--- src/rtl/dmem_pkg.sv ---
// Shared encodings and the alignment rule for the data memory sequencer.
package dmem_pkg;

  localparam logic [1:0] SZ_BYTE = 2'b00;
  localparam logic [1:0] SZ_HALF = 2'b01;
  localparam logic [1:0] SZ_WORD = 2'b10;
  localparam logic [1:0] SZ_ILL  = 2'b11;

  localparam logic PORT_P = 1'b0;
  localparam logic PORT_L = 1'b1;

  typedef enum logic [1:0] {
    S_IDLE   = 2'd0,
    S_ACCESS = 2'd1,
    S_RESP   = 2'd2
  } state_t;

  function automatic logic access_ok(input logic [1:0] size, input logic [1:0] addr_lo);
    logic ok;
    case (size)
      SZ_BYTE: ok = 1'b1;
      SZ_HALF: ok = ~addr_lo[0];
      SZ_WORD: ok = (addr_lo == 2'b00);
      default: ok = 1'b0;
    endcase
    return ok;
  endfunction

endpackage

--- src/rtl/dmem_rr_arbiter.sv ---
// Two-way round-robin grant between port P and port L; rr_last lives in the parent.
module dmem_rr_arbiter
  import dmem_pkg::*;
(
  input  logic p_req_i,
  input  logic l_req_i,
  input  logic rr_last_i,
  output logic gnt_valid_o,
  output logic gnt_port_o
);

  always_comb begin
    gnt_valid_o = p_req_i | l_req_i;
    gnt_port_o  = PORT_P;
    if (l_req_i && (!p_req_i || rr_last_i == PORT_P)) gnt_port_o = PORT_L;
  end

endmodule

--- src/rtl/data_mem_ctrl.sv ---
// Arbitrating sequencer in front of the byte-addressed data memory.
// Optional access statistics counters are enabled by defining DMEM_STATS_EN.
module data_mem_ctrl
  import dmem_pkg::*;
#(
  parameter int ADDR_W      = 8,
  parameter int DATA_W      = 32,
  parameter int WAIT_CYCLES = 1
) (
  input  logic              clk,
  input  logic              reset,
  input  logic              p_req,
  input  logic              p_rw,
  input  logic [1:0]        p_size,
  input  logic              p_sign,
  input  logic [ADDR_W-1:0] p_addr,
  input  logic [DATA_W-1:0] p_wdata,
  output logic              p_ack,
  input  logic              l_req,
  input  logic              l_rw,
  input  logic [1:0]        l_size,
  input  logic              l_sign,
  input  logic [ADDR_W-1:0] l_addr,
  input  logic [DATA_W-1:0] l_wdata,
  output logic              l_ack,
  output logic              mem_enable,
  output logic              mem_rw,
  output logic              mem_sign,
  output logic [1:0]        mem_size,
  output logic [ADDR_W-1:0] mem_addr,
  output logic [DATA_W-1:0] mem_wdata,
  input  logic [DATA_W-1:0] mem_rdata,
  output logic [DATA_W-1:0] rsp_rdata,
  output logic              rsp_err
`ifdef DMEM_STATS_EN
  ,
  output logic [15:0]       stat_reads,
  output logic [15:0]       stat_writes,
  output logic [15:0]       stat_errs
`endif
);

  localparam int CNT_W = (WAIT_CYCLES > 1) ? $clog2(WAIT_CYCLES) : 1;

  state_t              state_q;
  logic                rr_last_q, port_q, rw_q;
  logic [CNT_W-1:0]    cnt_q;
  logic                mem_en_q, mem_rw_q, mem_sign_q;
  logic [1:0]          mem_size_q;
  logic [ADDR_W-1:0]   mem_addr_q;
  logic [DATA_W-1:0]   mem_wdata_q;
  logic                p_ack_q, l_ack_q, rsp_err_q;
  logic [DATA_W-1:0]   rsp_rdata_q;

  logic                gnt_valid, gnt_port;
  logic                sel_rw, sel_sign;
  logic [1:0]          sel_size;
  logic [ADDR_W-1:0]   sel_addr;
  logic [DATA_W-1:0]   sel_wdata;

  dmem_rr_arbiter u_arb (
    .p_req_i    (p_req),
    .l_req_i    (l_req),
    .rr_last_i  (rr_last_q),
    .gnt_valid_o(gnt_valid),
    .gnt_port_o (gnt_port)
  );

  always_comb begin
    sel_rw    = (gnt_port == PORT_P) ? p_rw    : l_rw;
    sel_size  = (gnt_port == PORT_P) ? p_size  : l_size;
    sel_sign  = (gnt_port == PORT_P) ? p_sign  : l_sign;
    sel_addr  = (gnt_port == PORT_P) ? p_addr  : l_addr;
    sel_wdata = (gnt_port == PORT_P) ? p_wdata : l_wdata;
  end

  // The mem_* registers double as the latched request; they are loaded only for
  // legal accesses and cleared on leaving ACCESS, so they read 0 everywhere else.
  always_ff @(posedge clk or posedge reset) begin
    if (reset) begin
      state_q     <= S_IDLE;
      rr_last_q   <= PORT_L;
      port_q      <= PORT_P;
      rw_q        <= 1'b0;
      cnt_q       <= '0;
      mem_en_q    <= 1'b0;
      mem_rw_q    <= 1'b0;
      mem_sign_q  <= 1'b0;
      mem_size_q  <= '0;
      mem_addr_q  <= '0;
      mem_wdata_q <= '0;
      p_ack_q     <= 1'b0;
      l_ack_q     <= 1'b0;
      rsp_err_q   <= 1'b0;
      rsp_rdata_q <= '0;
    end else begin
      case (state_q)
        S_IDLE: begin
          if (gnt_valid) begin
            port_q <= gnt_port;
            rw_q   <= sel_rw;
            if (access_ok(sel_size, sel_addr[1:0])) begin
              state_q     <= S_ACCESS;
              cnt_q       <= CNT_W'(WAIT_CYCLES - 1);
              mem_en_q    <= 1'b1;
              mem_rw_q    <= sel_rw;
              mem_sign_q  <= sel_sign;
              mem_size_q  <= sel_size;
              mem_addr_q  <= sel_addr;
              mem_wdata_q <= sel_wdata;
            end else begin
              state_q     <= S_RESP;
              p_ack_q     <= (gnt_port == PORT_P);
              l_ack_q     <= (gnt_port == PORT_L);
              rsp_err_q   <= 1'b1;
              rsp_rdata_q <= '0;
            end
          end
        end
        S_ACCESS: begin
          if (cnt_q == '0) begin
            state_q     <= S_RESP;
            mem_en_q    <= 1'b0;
            mem_rw_q    <= 1'b0;
            mem_sign_q  <= 1'b0;
            mem_size_q  <= '0;
            mem_addr_q  <= '0;
            mem_wdata_q <= '0;
            p_ack_q     <= (port_q == PORT_P);
            l_ack_q     <= (port_q == PORT_L);
            rsp_err_q   <= 1'b0;
            rsp_rdata_q <= rw_q ? '0 : mem_rdata;
          end else begin
            cnt_q <= cnt_q - 1'b1;
          end
        end
        S_RESP: begin
          state_q     <= S_IDLE;
          rr_last_q   <= port_q;
          p_ack_q     <= 1'b0;
          l_ack_q     <= 1'b0;
          rsp_err_q   <= 1'b0;
          rsp_rdata_q <= '0;
        end
        default: state_q <= S_IDLE;
      endcase
    end
  end

  assign mem_enable = mem_en_q;
  assign mem_rw     = mem_rw_q;
  assign mem_sign   = mem_sign_q;
  assign mem_size   = mem_size_q;
  assign mem_addr   = mem_addr_q;
  assign mem_wdata  = mem_wdata_q;
  assign p_ack      = p_ack_q;
  assign l_ack      = l_ack_q;
  assign rsp_err    = rsp_err_q;
  assign rsp_rdata  = rsp_rdata_q;

`ifdef DMEM_STATS_EN
  logic [15:0] st_reads_q, st_writes_q, st_errs_q;

  always_ff @(posedge clk or posedge reset) begin
    if (reset) begin
      st_reads_q  <= '0;
      st_writes_q <= '0;
      st_errs_q   <= '0;
    end else if (state_q == S_RESP) begin
      if (rsp_err_q) begin
        if (st_errs_q != '1) st_errs_q <= st_errs_q + 16'd1;
      end else if (rw_q) begin
        if (st_writes_q != '1) st_writes_q <= st_writes_q + 16'd1;
      end else begin
        if (st_reads_q != '1) st_reads_q <= st_reads_q + 16'd1;
      end
    end
  end

  assign stat_reads  = st_reads_q;
  assign stat_writes = st_writes_q;
  assign stat_errs   = st_errs_q;
`endif

endmodule

--- config.mk ---
export PLATFORM = sky130hd
export DESIGN_NAME = data_mem_ctrl
export DESIGN_NICKNAME = d
export VERILOG_FILES = /design/src/rtl/dmem_pkg.sv /design/src/rtl/dmem_rr_arbiter.sv /design/src/rtl/data_mem_ctrl.sv
export SDC_FILE = /design/constraint.sdc
export NUM_CORES = 1
export LEC_CHECK = 0
export ABC_AREA = 1
export ABC_CLOCK_PERIOD_IN_PS = 3200
export CAP_MARGIN = 0
export CORE_MARGIN = 4
export CORE_UTILIZATION = 45
export CTS_BUF_LIST = sky130_fd_sc_hd__clkbuf_4
export DETAILED_ROUTE_END_ITERATION = 12
export DONT_BUFFER_PORTS = 1
export GPL_ROUTABILITY_DRIVEN = 0
export GPL_TIMING_DRIVEN = 0
export MAX_ROUTING_LAYER = met4
export SKIP_LAST_GASP = 1
export SYNTH_ARGS = -nofsm -noshare
export SYNTH_HDL_FRONTEND = slang
export SYNTH_SLANG_ARGS = --single-unit
--- constraint.sdc ---
create_clock -name clk -period 3.2 [get_ports clk]
set_clock_uncertainty 0.1 [all_clocks]
set_input_delay 0.64 -clock clk [delete_from_list [all_inputs] [get_ports clk]]
set_output_delay 0.64 -clock clk [all_outputs]
set_load 0.01 [all_outputs]
; ---- Word level (Yosys, flattened, before mapping)
; Cells that the tools add are included.
[totals]
n_memories = 0
wordCells = 97
reg_bits = 86
latch_bits = 0
in_bits = 124
out_inout_bits = 80
ram_bits = 0
romBits = 0
[classes]
magnitude_cmp = 0
mux = 55
n_eq_ne = 8
div = 0
reduce_logical = 13
shift = 0
add_sub_neg = 1
n_mul = 0
n_bitwise = 5
[op_table]
columns = operator, n
row1 = 32-bit 2-to-1 mux, 8
row2 = 32-bit one-hot mux with 3 select lines, 1
row3 = 32-bit one-hot mux with 2 select lines, 1
row4 = 8-bit 2-to-1 mux, 4
row5 = 1-bit 2-to-1 mux, 23
row6 = 8-bit one-hot mux with 2 select lines, 1
row7 = 2-bit 2-to-1 mux, 7
row8 = 1-bit one-hot mux with 3 select lines, 4
row9 = "2-bit != test, second input constant", 4
row10 = 1-bit one-hot mux with 2 select lines, 4
row11 = 2-bit one-hot mux with 2 select lines, 2
row12 = 4-bit AND reduction, 2
row13 = 2-bit logical NOT, 3
row14 = "2-bit by 1-bit == test with 1-bit output, second input constant", 2
row15 = "2-bit == test, second input constant", 2
row16 = 1-bit NOT, 4
row17 = 2-bit AND reduction, 2
row18 = 3-bit AND reduction, 1
row19 = 3-bit nonzero test, 1
row20 = 2-bit nonzero test, 1
row21 = 1-bit logical AND, 1
row22 = 1-bit logical NOT, 1
row23 = 1-bit logical OR, 1
row24 = 1-bit OR, 1
row25 = "1-bit subtractor, second input constant", 1

; ---- Logic depth before layout (Yosys ltp)
[logic_depth]
depth_word = 12
mapped_depth = 11
depth_no_buf = 10

; ---- Modules after synthesis
; A second synthesis with hierarchy kept.
[hier_totals]
hier_cells = 620
hier_area_um2 = 4536.9
[by_module_without_submodules]
columns = module, area_per_inst_um2, n_inst, cells_per_inst
row1 = data_mem_ctrl, 4521.8, 1, 617
row2 = dmem_rr_arbiter, 15.0, 1, 3

; ---- Least setup slack after synthesis
; Ideal clock, no wire load.
[synth_timing]
path_type = input port to flip-flop
start = input l_req
end = register mem_addr_q[0] (netlist: mem_addr[0])
required_ps = 2982
arrival_time_ps = 1710
n_path_buf = 3
setup_ps = 118
stages = 10
path_slack_ps = 1272
cell_sequence = buf_2 nand2_2 buf_6 o21ai_2 nand2_2 nand2_4 nand2_4 buf_6 nand3_1 nand2_1
[synth_between]
elab_chain_cells = 9
[synth_lines]
columns = element, line_no
row1 = from (decl), data_mem_ctrl.sv:19  ; input logic l_req,
row2 = 1-bit logical AND, dmem_rr_arbiter.sv:15  ; if (l_req_i && (!p_req_i || rr_last_i == PORT_P)) gnt_port_o = PORT_L;
row3 = 1-bit 2-to-1 mux, dmem_rr_arbiter.sv:15
row4 = 2-bit 2-to-1 mux / 8-bit 2-to-1 mux (equally long branches), "data_mem_ctrl.sv:71, data_mem_ctrl.sv:73"
row5 = 2-bit == test (tied with other cells), dmem_pkg.sv:20  ; case (size)
row6 = 1-bit one-hot mux with 3 select lines, dmem_pkg.sv:20
row7 = 1-bit 2-to-1 mux, data_mem_ctrl.sv:99  ; if (gnt_valid) begin
row8 = 1-bit 2-to-1 mux, data_mem_ctrl.sv:97  ; case (state_q)
row9 = 2-bit != test (no line), -
row10 = 4-bit AND reduction (no line), -
row11 = to (signal assigned), data_mem_ctrl.sv:109  ; mem_addr_q <= sel_addr;
row12 = to (decl), data_mem_ctrl.sv:50  ; logic [ADDR_W-1:0] mem_addr_q;
; Parallel ways exist; a longest one is shown, timed or not. The select of a mux whose other input is x is not followed.
; A chain may end at the register's enable or synchronous reset.

; ---- Worst setup path in the final report
[layout_timing]
start = register state_q[0]
end = register mem_wdata_q[7] (netlist: mem_wdata[7])
[layout_between]
elab_chain_cells = 3
[layout_lines]
columns = element, line_no
row1 = from (decl), data_mem_ctrl.sv:45  ; state_t state_q;
row2 = from (signal assigned), data_mem_ctrl.sv:81  ; state_q <= S_IDLE;
row3 = from (signal assigned), data_mem_ctrl.sv:103  ; state_q <= S_ACCESS;
row4 = from (signal assigned), data_mem_ctrl.sv:112  ; state_q <= S_RESP;
row5 = 2-bit by 1-bit == test with 1-bit output / 2-bit logical NOT (equally long branches), data_mem_ctrl.sv:97
row6 = 2-bit != test (no line) / 2-bit nonzero test (equally long branches), -
row7 = 4-bit AND reduction (no line), -
row8 = to (signal assigned), data_mem_ctrl.sv:110  ; mem_wdata_q <= sel_wdata;
row9 = to (decl), data_mem_ctrl.sv:51  ; logic [DATA_W-1:0] mem_wdata_q;
; Parallel ways exist; a longest one is shown, timed or not.

==> flow_summary.toml <==
[logic_synthesis]
async_flop_share_pct = 100
synth_warnings = 0
ys_seq_area_share_pct = 47.0
yosys.area.top_type_share_pct = 46.4
synth_area_leaders = "dfrtp_1, nand2_1, nand3_1, nand4_1, inv_1"
synth_top_cell_by_area = "dfrtp_1"
synth-seq-cells = 85
synthesis.nets = 748
syn-mean-instance-area_sq_um = 7.30
synth_cell_types = 24
synth_area_sq_um = 4530
synthesis.instances = 621
synth-edff-count = 0
synth_ff_type = "dfrtp_1"

[layout]
syn2layout_area_growth_pct = 8.06
design_area_sq_um = 4900
nets = 760
antenna_cells = 0
drive_above_1_share_pct = 7.37
final_cells = 771

[die]
ios = 204
core_area_sq_um = 9770
initial_core_util_pct = 46.4
die_width_microns = 108
row_count = 36
die-area_sq_um = 11700
fp.dieH_microns = 108

[detailed_routing]
viasPerCell = 5.30
dr.pass1.iters = 4
drt-total-wl_microns = 12300
antenna_left = 0
vias = 4084
drt_iter0_drc = 318
drc = 0
wl_per_cell_microns = 15.9

[cts]
insertion_delay_ps = 420
cts_hold_buf = 0
clock_path_buffers = 2
post-cts-setup-buffer-count = 0
cts_sinks = 85
cts_tree = "built"
cts.htree.levels = 3
clock-root-buffer = "clkbuf_4"
clkTransAtPathRegs_ps = 130
post_cts_resized = 0
cts_buffers = 9

[timing]
timing.setup.tns_ps = 0
hold_viol_final = 0
slew-limit-headroom_pct = 60.7
setup_viol = 0
period_needed_ps = 2120
max_freq_ghz = 0.473
period_share_pct = 66.1
rsz0062_at_grt = "false"
drv_slew = 0
worst_slew_pin_slew_ps = 589

[worst_setup_path]
reg2reg_depth = 8
crit_path_top_delay_cell = "dfrtp_1"
cpPeakStageDelay_ps = 400
cp_cell_sequence = "inv_1, ha_1, inv_1, nor2_2, buf_2, buf_2, nand4_1, nand2_1"
path_max_fanout = 10
cp-startpoint = "state_q[0]"
r2r_start = "state_q[0]"
worstPathRequired_ps = 3460
cp_data_arrival_time_ps = 2380
critical_path.endpoint_type = "register"
startpoint_type = "register"
critical_path_class = "reg -> reg"

[power_and_ir_drop]
power_density_nw_per_um2 = 874
p_leak_nw = 2.81
finalPower_mw = 4.28
max-vdd-ir-drop_uv = 319

[place]
hpwl_microns = 9260
placed_cell_area_sq_um = 4720
placedCellCount = 755
io_buffers = 0

[grt]
grt_pass1_vias = 3828
grt_max_degree = 47
antenna_found_initial = 0
grt_overflow = 0
grt_pass1_wl_microns = 19400
track_usage_pct = 21.5

[hold_path]
hp-class = "in -> async"

[run]
cap_viol_max_count = 0

[outcome]
status = "finished clean"
==> logic make-up after synthesis <==
| kind of cell | after synthesis | synth area share, % |
|---|---|---|
| compound gates | 8 | 1.05 |
| simple gates | 431 | 42.0 |
| buf+inv | 94 | 9.14 |
| fa+ha+maj | 3 | 0.828 |
| flops | 85 | 47.0 |
==> worst max-delay path, delay by kind of cell (launching register included) <==
family,cells,cell delay [ps]
simple gates,3,570
flops,1,400
fa+ha+maj,1,200
buf+inv,4,770
==> cell usage in the layout (no fill, tap or decap), types with 4 or more instances in the layout <==
cell type / n
nand2_1: 250
nand3_1: 86
dfrtp_1: 84
inv_1: 47
nand4_1: 45
nor2_1: 38
clkbuf_1: 26
buf_2: 10
clkbuf_4: 10
buf_6: 5
nand2_2: 4
clkinv_1: 4
==> report_power, final <==
part | internal [mW] | total (mW) | switching (mW)
combinational | 0.513 | 1.62 | 1.11
clock | 0.398 | 0.752 | 0.355
sequential | 1.45 | 1.91 | 0.455
total | 2.36 | 4.28 | 1.92
==> cell type report <==
class / instances / area, sq um
timing repair buffer: 1 / 20.0
inverter: 50 / 190
clock inverter: 6 / 101
clock buffer: 10 / 75.1
tap: 133 / 166
multi-input combinational: 442 / 1990
sequential: 85 / 2130
fill: 1028 / 4880
buffer: 44 / 226
==> synth_stat cells, types with 2 or more instances <==
| cell | n |
|---|---|
| nand4_1 | 45 |
| nand2_2 | 4 |
| nor2_1 | 38 |
| o21ai_0 | 3 |
| clkbuf_1 | 26 |
| dfrtp_1 | 84 |
| nand3_1 | 86 |
| inv_1 | 48 |
| buf_6 | 5 |
| nand3_4 | 2 |
| nand2_4 | 3 |
| nand2_1 | 250 |
| buf_2 | 10 |
| buf_4 | 3 |
| a21oi_1 | 3 |
| ha_1 | 3 |
==> path summary, 6_finish.rpt <==
check | endpoint | slack [ps]
max in group asynchronous | rr_last_q | 2280
hold / removal | rsp_rdata[24] | 50
hold reg to reg | rr_last_q | 430
setup / recovery | mem_wdata[7] | 1080
min in group clk | rsp_rdata[28] | 290
setup reg to reg | mem_wdata[7] | 1080
==> per-layer routing <==
| layer | wire length, microns | part of all wire [%] | track usage, % |
|---|---|---|---|
| met1 | 5110 | 42 | 27.3 |
| met4 | 191 | 1.6 | 7.48 |
| met3 | 1050 | 8.6 | 5.01 |
| met5 | 0 | 0 | - |
| met2 | 5900 | 48 | 34.0 |
==> per-stage QoR <==
| stage | setup WS [ps] | hold slack [ps] | utilization, % |
|---|---|---|---|
| 6_report | 1080 | 47.3 | 50.1 |
| 5_1_grt | 868 | 76.6 | 50.1 |
| 4_1_cts | 1040 | 28.8 | 50.1 |
| 3_5_place_dp | 992 | 405 | 48.3 |
| 3_3_place_gp | -758 | 402 | 48.1 |
| 2_1_floorplan | 268 | 388 | - |
==> flip-flops by register name, indices dropped and copies added, names as in the netlist, 2 cells and up <==
signal and count:
mem_addr 8, mem_wdata 32, rsp_rdata 32, mem_size 2
state_q 2
No activity file was read; power rests on OpenSTA's default activity.
==> RTL edit, RTL diff (same flow settings) <==
Encoding of `state_t`: now one-hot (3 bits for 3 states).
--- a/src/rtl/dmem_pkg.sv
+++ b/src/rtl/dmem_pkg.sv
@@ -10,8 +10,8 @@
   localparam logic PORT_L = 1'b1;
 
-  typedef enum logic [1:0] {
-    S_IDLE   = 2'd0,
-    S_ACCESS = 2'd1,
-    S_RESP   = 2'd2
+  typedef enum logic [2:0] {
+    S_IDLE   = 3'b001,
+    S_ACCESS = 3'b010,
+    S_RESP   = 3'b100
   } state_t;
 
Formal check against the unedited RTL: no difference found for any inputs over 4 cycles, from zero or initial values and one cycle with reset high; so few cycles prove little.
==> RTL edit against the unedited design <==
- count of clock-buffer cells in the layout unchanged
- worst setup slack improved by 0.17 ns
- wire length decreased by 21%
- non-clock buffer count decreased by 18
- cell area decreased by 12%
- synthesized area decreased by 12%
- sequential cell count increased by 1
- power decreased by 13%
==> RTL edit: results (changes against the unedited design) <==
status - finished, final reports clean
fin nets - 668 (-12%)
vias in the first global route - 3023 (-21%)
slowest stage delay, CP - 0.56 ns (+0.16 ns)
dpl ws - 1.13 ns (+0.135 ns)
R2R cell count - 11 (+3)
Vias/cell - 4.96 (-6.4%)
drt pass-1 iters - 7 (+3)
Distinct cells, synth - 22 (-8.3%)
most instantiated cells after synthesis - nand2_1 (342), dfrtp_1 (84), nand3_1 (38)
family with the most delay on the worst path - simple AND/OR/NAND/NOR gates
Syn Nets - 655 (-12%)
Max VDD drop - 349 µV (+9.2%)
placed cells - 640 (-15%)
synth top area cells - dfrtp_1 (53%), nand2_1 (32%), nand3_1 (4.8%), buf_6 (2.0%), inv_1 (1.6%)
HP Class - input port to register
1st-iter DRT viols - 62 (-81%)
Seq/Total Area, Yosys - 53.9% (+6.9 points)
pin count of the biggest net entering global routing - 50 (+6.4%)
critical path's slowest cell - dfstp_2
layout cells sized above 1 - 7.10% (-0.26 points)
GR Util All Layers - 19.0% (-2.5 points)
HPWL Detailed - 7400 µm (-20%)
WL per Instance - 14.7 µm (-7.4%)
Avg Cell Area, Syn - 7.53 µm² (+3.2%)
CP arrival - 2.19 ns (-0.19 ns)
first-pass GRT wire length - 15100 µm (-22%)
Leak Pwr - 2.55 nW (-9.2%)
[RTL edit: cell count changes after synthesis, sizes merged, moves of 3 or more]
| cell | before | now |
|---|---|---|
| buf | 18 | 14 |
| clkbuf | 26 | 11 |
| ha | 3 | 0 |
| inv | 49 | 19 |
| nand2 | 257 | 348 |
| nand3 | 88 | 38 |
| nand4 | 45 | 0 |
| nor2 | 39 | 5 |
[RTL edit: per-stage QoR]
stage	util [%]	hold slack [ns]	power, mW	area [µm²]
finish	49.7	0.225	3.73	4310
CTS	49.7	0.196	3.79	4310
floorplan	-	0.350	2.83	4000
global route	49.7	0.169	4.05	4310
global placement	47.6	0.388	3.13	4140
detailed placement	48.0	0.383	3.18	4170
[RTL edit: layout make-up]
type,count,area [µm²],share of cell area (%)
Clock inverter,6,61.3,1.42
Sequential cell,86,2150,50.0
Timing Repair Buffer,2,37.5,0.871
Clock buffer,10,75.1,1.74
Tap cell,108,135,3.13
Buffer,25,154,3.57
Inverter,20,77.6,1.80
Multi-Input combinational cell,400,1620,37.5
[RTL edit: power by group]
part	switching (mW)	total (mW)	internal, mW
Sequential	0.504	2.02	1.51
Combinational	0.713	1.10	0.387
Clock	0.370	0.615	0.245
[RTL edit: cells by family after synthesis]
kind of cell    count (synthesis)  share of synthesized area (%)
simple gates                  394                           39.6
flops                          86                           53.9
compound gates                  6                          0.813
buf+inv                        45                           5.72
[RTL edit: per-layer routing]
layer / vias up / GRT usage [%] / share of wire (%)
met2: 134 / 29.5 / 47
met1: 1477 / 23.3 / 41
met5: - / - / 0
li1: 1636 / - / -
met4: 0 / 3.94 / 1.0
met3: 11 / 8.19 / 11
